## src/rtl/fetch_queue.sv

```systemverilog
// Instruction prefetch FIFO between fetch and decode: DEPTH entries of {pc, instr, exc, ds},
// zero-latency head read, single-cycle flush on redirect or trap.
module fetch_queue #(
    parameter int DEPTH  = 4,
    parameter int ADDR_W = 32,
    parameter int INST_W = 32,
    parameter int EXC_W  = 8,
    parameter int AFULL  = 3
) (
    input  logic                       clk,
    input  logic                       rst,
    input  logic                       flush,
    input  logic                       in_valid,
    output logic                       in_ready,
    input  logic [ADDR_W-1:0]          in_pc,
    input  logic [INST_W-1:0]          in_instr,
    input  logic [EXC_W-1:0]           in_exc,
    input  logic                       in_ds,
    output logic                       out_valid,
    input  logic                       out_ready,
    output logic [ADDR_W-1:0]          out_pc,
    output logic [INST_W-1:0]          out_instr,
    output logic [EXC_W-1:0]           out_exc,
    output logic                       out_ds,
    output logic [$clog2(DEPTH):0]     count,
    output logic                       afull
);
    localparam int PTR_W = $clog2(DEPTH);
    localparam int CNT_W = PTR_W + 1;
    localparam logic [CNT_W-1:0] FULL_CNT  = CNT_W'(DEPTH);
    localparam logic [CNT_W-1:0] AFULL_CNT = CNT_W'(AFULL);

    logic [PTR_W-1:0]  wptr_q, wptr_d;
    logic [PTR_W-1:0]  rptr_q, rptr_d;
    logic [CNT_W-1:0]  count_q, count_d;
    logic [ADDR_W-1:0] pc_mem_q    [DEPTH];
    logic [ADDR_W-1:0] pc_mem_d    [DEPTH];
    logic [INST_W-1:0] instr_mem_q [DEPTH];
    logic [INST_W-1:0] instr_mem_d [DEPTH];
    logic [EXC_W-1:0]  exc_mem_q   [DEPTH];
    logic [EXC_W-1:0]  exc_mem_d   [DEPTH];
    logic              ds_mem_q    [DEPTH];
    logic              ds_mem_d    [DEPTH];

    logic push;
    logic pop;

    // in_ready and out_valid come only from registered occupancy, so no ready path crosses the queue.
    assign in_ready  = (count_q != FULL_CNT);
    assign out_valid = (count_q != '0);
    assign push      = in_valid & in_ready & ~flush;
    assign pop       = out_valid & out_ready & ~flush;

    assign out_pc    = pc_mem_q[rptr_q];
    assign out_instr = instr_mem_q[rptr_q];
    assign out_exc   = exc_mem_q[rptr_q];
    assign out_ds    = ds_mem_q[rptr_q];
    assign count     = count_q;
    assign afull     = (count_q >= AFULL_CNT);

    always_comb begin
        wptr_d      = wptr_q;
        rptr_d      = rptr_q;
        count_d     = count_q;
        pc_mem_d    = pc_mem_q;
        instr_mem_d = instr_mem_q;
        exc_mem_d   = exc_mem_q;
        ds_mem_d    = ds_mem_q;

        if (flush) begin
            // Storage is left as is; only the bookkeeping is cleared.
            wptr_d  = '0;
            rptr_d  = '0;
            count_d = '0;
        end else begin
            if (push) begin
                pc_mem_d[wptr_q]    = in_pc;
                instr_mem_d[wptr_q] = in_instr;
                exc_mem_d[wptr_q]   = in_exc;
                ds_mem_d[wptr_q]    = in_ds;
                wptr_d              = wptr_q + PTR_W'(1);
            end
            if (pop) begin
                rptr_d = rptr_q + PTR_W'(1);
            end
            case ({push, pop})
                2'b10:   count_d = count_q + CNT_W'(1);
                2'b01:   count_d = count_q - CNT_W'(1);
                default: count_d = count_q;
            endcase
        end
    end

    always_ff @(posedge clk) begin
        if (!rst) begin
            wptr_q  <= '0;
            rptr_q  <= '0;
            count_q <= '0;
            for (int i = 0; i < DEPTH; i++) begin
                pc_mem_q[i]    <= '0;
                instr_mem_q[i] <= '0;
                exc_mem_q[i]   <= '0;
                ds_mem_q[i]    <= 1'b0;
            end
        end else begin
            wptr_q      <= wptr_d;
            rptr_q      <= rptr_d;
            count_q     <= count_d;
            pc_mem_q    <= pc_mem_d;
            instr_mem_q <= instr_mem_d;
            exc_mem_q   <= exc_mem_d;
            ds_mem_q    <= ds_mem_d;
        end
    end
endmodule

```

## config.mk

```make
export PLATFORM = sky130hd
export DESIGN_NAME = fetch_queue
export DESIGN_NICKNAME = d
export VERILOG_FILES = /design/src/rtl/fetch_queue.sv
export SDC_FILE = /design/constraint.sdc
export NUM_CORES = 1
export LEC_CHECK = 0
export CAP_MARGIN = 5
export CORE_ASPECT_RATIO = 0.9
export CORE_MARGIN = 1
export CORE_UTILIZATION = 51
export CTS_CLUSTER_SIZE = 8
export DETAILED_ROUTE_END_ITERATION = 16
export GPL_TIMING_DRIVEN = 0
export HOLD_SLACK_MARGIN = 0.03
export PLACE_DENSITY = 0.77
export SKIP_CTS_REPAIR_TIMING = 1
export SLEW_MARGIN = 20
export SYNTH_ARGS = -nofsm -noshare
export SYNTH_HDL_FRONTEND = slang
export SYNTH_SLANG_ARGS = --single-unit
export TNS_END_PERCENT = 50
```

## constraint.sdc

```tcl
create_clock -name clk -period 2.2 [get_ports clk]
set_clock_uncertainty 0.05 [all_clocks]
set_input_delay 0.44 -clock clk [delete_from_list [all_inputs] [get_ports clk]]
set_output_delay 0.44 -clock clk [all_outputs]
set_load 0.05 [all_outputs]
```

==> out/summary.txt <==
Reg area: 6000 µm²
Final #Nets: 1,462
largest net degree at the start of global routing: 11
reg2reg start: count[0]$_SDFFE_PP0P_
vias per inst: 5.43
Die Width: 171 µm
Synth top area share: 45.5%
wirelength, routed: 33,200 µm
Hold Path Class: reg2reg
Mapped Nets: 1,251
R2R Setup Slk: 0.11 ns
static leakage: 5.93 nW
CP Class: reg2out
CTS buffer count: 43
Final GP Congestion: 0.812
Slew headroom: 52.3%
hold-critical path depth: 2
Hold WS: 0.401 ns
synth-to-layout area growth: 25.7%
Fin. Hold Viols: 0
max cap viols: 0
Setup crit start kind: flip-flop
CP endpoint kind: primary output
WL/cell: 19.2 µm
clock transition at the registers of the reported paths: 0.05 ns
first-pass GRT wire length: 51,800 µm
Post-Synthesis Cells: 1,167
fmax: 0.402 GHz
antenna violations before repair: 2
Max IR drop VDD: 459 µV
num rows: 55
clk sinks: 299
grt total ovfl: 0
syn avg cell area: 11.3 µm²
# IOs: 157
final worst slack: -0.286 ns
Reg-to-Reg End: count[2]$_SDFFE_PP0P_
DRT Pass-1 Iters: 5
Setup-failing EPs final: 73
vias in the first global route: 9,638
grt met2 use: 40.5%
crit path DAT: 2.00 ns
DR vias: 9,353
Netlist cell types: 27
Detailed Route Iter0 Violations: 671
M1 GR Usage: 35.1%
synthesized area: 13,200 µm²
CORE AREA: 25,300 µm²
sequential area share after synthesis: 45.5%
largest cells by area after synthesis: dfxtp_1 (46%), mux2i_1 (22%), mux4_2 (13%)
layout cell share with drive strength beyond 1: 19.8%
I/O Buffers: 155
Die Area: 26,400 µm²
Slew Viols, Final: 0
violated checks: negative setup slack
Max clock buf depth: 3
CTS tree: yes
largest area contributor in the netlist: dfxtp_1
CP Max Fanout: 6
clock latency on the worst-skew pair: 0.52 ns
RSZ-0062 raised after global routing: true
DP Area: 15,200 µm²
hpwl dp: 21,800 µm
Top Usage Layer GRT: met2
met3 usage: 3.17%
Synth warnings: 0
die height: 154 µm
Worst Hold Launch: instr_mem_q[49]$_SDFFE_PN0P_
H-tree levels: 2
fillers: 1,976
minimum clock period: 2.49 ns
Routed Antenna Nets: 0
DRC Markers: 0
Worst Max-Slew Pin Slew: 0.716 ns
area used by multi-input combinational logic: 6290 µm²
Seq cells post-synth: 299
total track usage: 25.1%
Root Driver: clkbuf_16
Worst Hold End: instr_mem_q[49]$_SDFFE_PN0P_
fin crit share: 113%
reg2reg path depth: 9
Initial Util: 52.1%
pwr/cell area: 756 nW/µm²
final instance area: 16,500 µm²
run status: complete, but fails checks
Crit path required time: 1.71 ns
how the worst max path moves through the flow:
stage               slack, ns  cells after the start                    from               endpoint
finish                  -0.29                      4  rptr_q[0]$_SDFFE_PP0P_          out_instr[28]
global route            -0.30                      4  rptr_q[0]$_SDFFE_PP0P_          out_instr[28]
CTS                     -1.35                      4  rptr_q[1]$_SDFFE_PP0P_          out_instr[29]
detailed placement      -0.78                      4  rptr_q[1]$_SDFFE_PP0P_          out_instr[29]
global placement        -0.80                      4  rptr_q[1]$_SDFFE_PP0P_          out_instr[29]
floorplan                0.05                      9   count[2]$_SDFFE_PP0P_  count[2]$_SDFFE_PP0P_
layout by cell type (no fill, tap or decap), types with 8 or more instances in the layout:
| cell | count |
|---|---|
| buf_4 | 8 |
| buf_2 | 40 |
| clkbuf_16 | 49 |
| dfxtp_1 | 294 |
| nand2_1 | 365 |
| mux4_2 | 73 |
| clkbuf_1 | 41 |
| clkdlybuf4s50_1 | 76 |
| buf_6 | 35 |
| mux2i_1 | 292 |
| buf_12 | 41 |
through the flow:
stage	utilization (%)	power (mW)	std cells	TNS, ns	setup WS, ns
2_1_floorplan	-	6.36	1167	0	0.0465
3_3_place_gp	60.1	6.79	1664	-47.52	-0.797
3_5_place_dp	60.1	6.80	1664	-47.23	-0.782
4_1_cts	64.6	12.6	1711	-88.99	-1.35
5_1_grt	65.5	12.8	1724	-17.23	-0.300
6_report	65.5	12.5	1724	-14.48	-0.286
kinds of logic after synthesis:
logic type / count (synthesis) / synth area share (%)
AO/OA/AOI/OAI: 12 / 0.485
XOR/XNOR: 2 / 0.133
adder cells (fa/ha/maj): 6 / 0.628
buffers and inverters: 97 / 6.97
flip-flops: 299 / 45.5
multiplexers: 365 / 34.7
AND/OR/NAND/NOR: 386 / 11.5
metal layers:
metal  vias to the layer above  part of all wire, %
met5                         -                    0
met4                         0                  2.5
met3                        60                  4.5
met2                       245                   47
met1                      4627                   46
li1                       4421                    -
registers in the layout, indices dropped and copies added (netlist names):
register,count
count,3
instr_mem_q,128
ds_mem_q,4
rptr_q,2
pc_mem_q,128
exc_mem_q,32
wptr_q,2
report_power, final:
group	switching, mW	internal [mW]
Combinational	0.691	0.444
Sequential	0.0469	5.51
Clock	2.24	3.56
Total	2.98	9.52
worst max-delay path, stage by stage (launching register included):
cell and delay [ns]:
dfxtp_4 0.44, buf_12 0.16, buf_12 0.15, mux4_2 0.54, buf_6 0.18
layout make-up:
class,instances,area share (%)
Timing Repair Buffer,167,9.65
Inverter,7,0.174
Clock inverter,1,0.0454
Clock buffer,46,6.83
Sequential cell,299,36.3
Multi-Input combinational cell,771,38.1
Antenna cell,2,0.0303
Tap cell,342,2.59
Buffer,89,6.33
cells in the mapped netlist (all sizes together):
master  count
nand2     366
dfxtp     299
mux2i     292
mux4       73
buf        49
clkbuf     41
inv         7
a21oi       6
ha          5
o21ai       5
and3        4
nor2        4
nand2b      3
or3         3
nand3       2
xor2        2
a21o        1
and2b       1
fa          1
nand3b      1
nor3        1
nor3b       1
(Power assumes the default switching activity.)
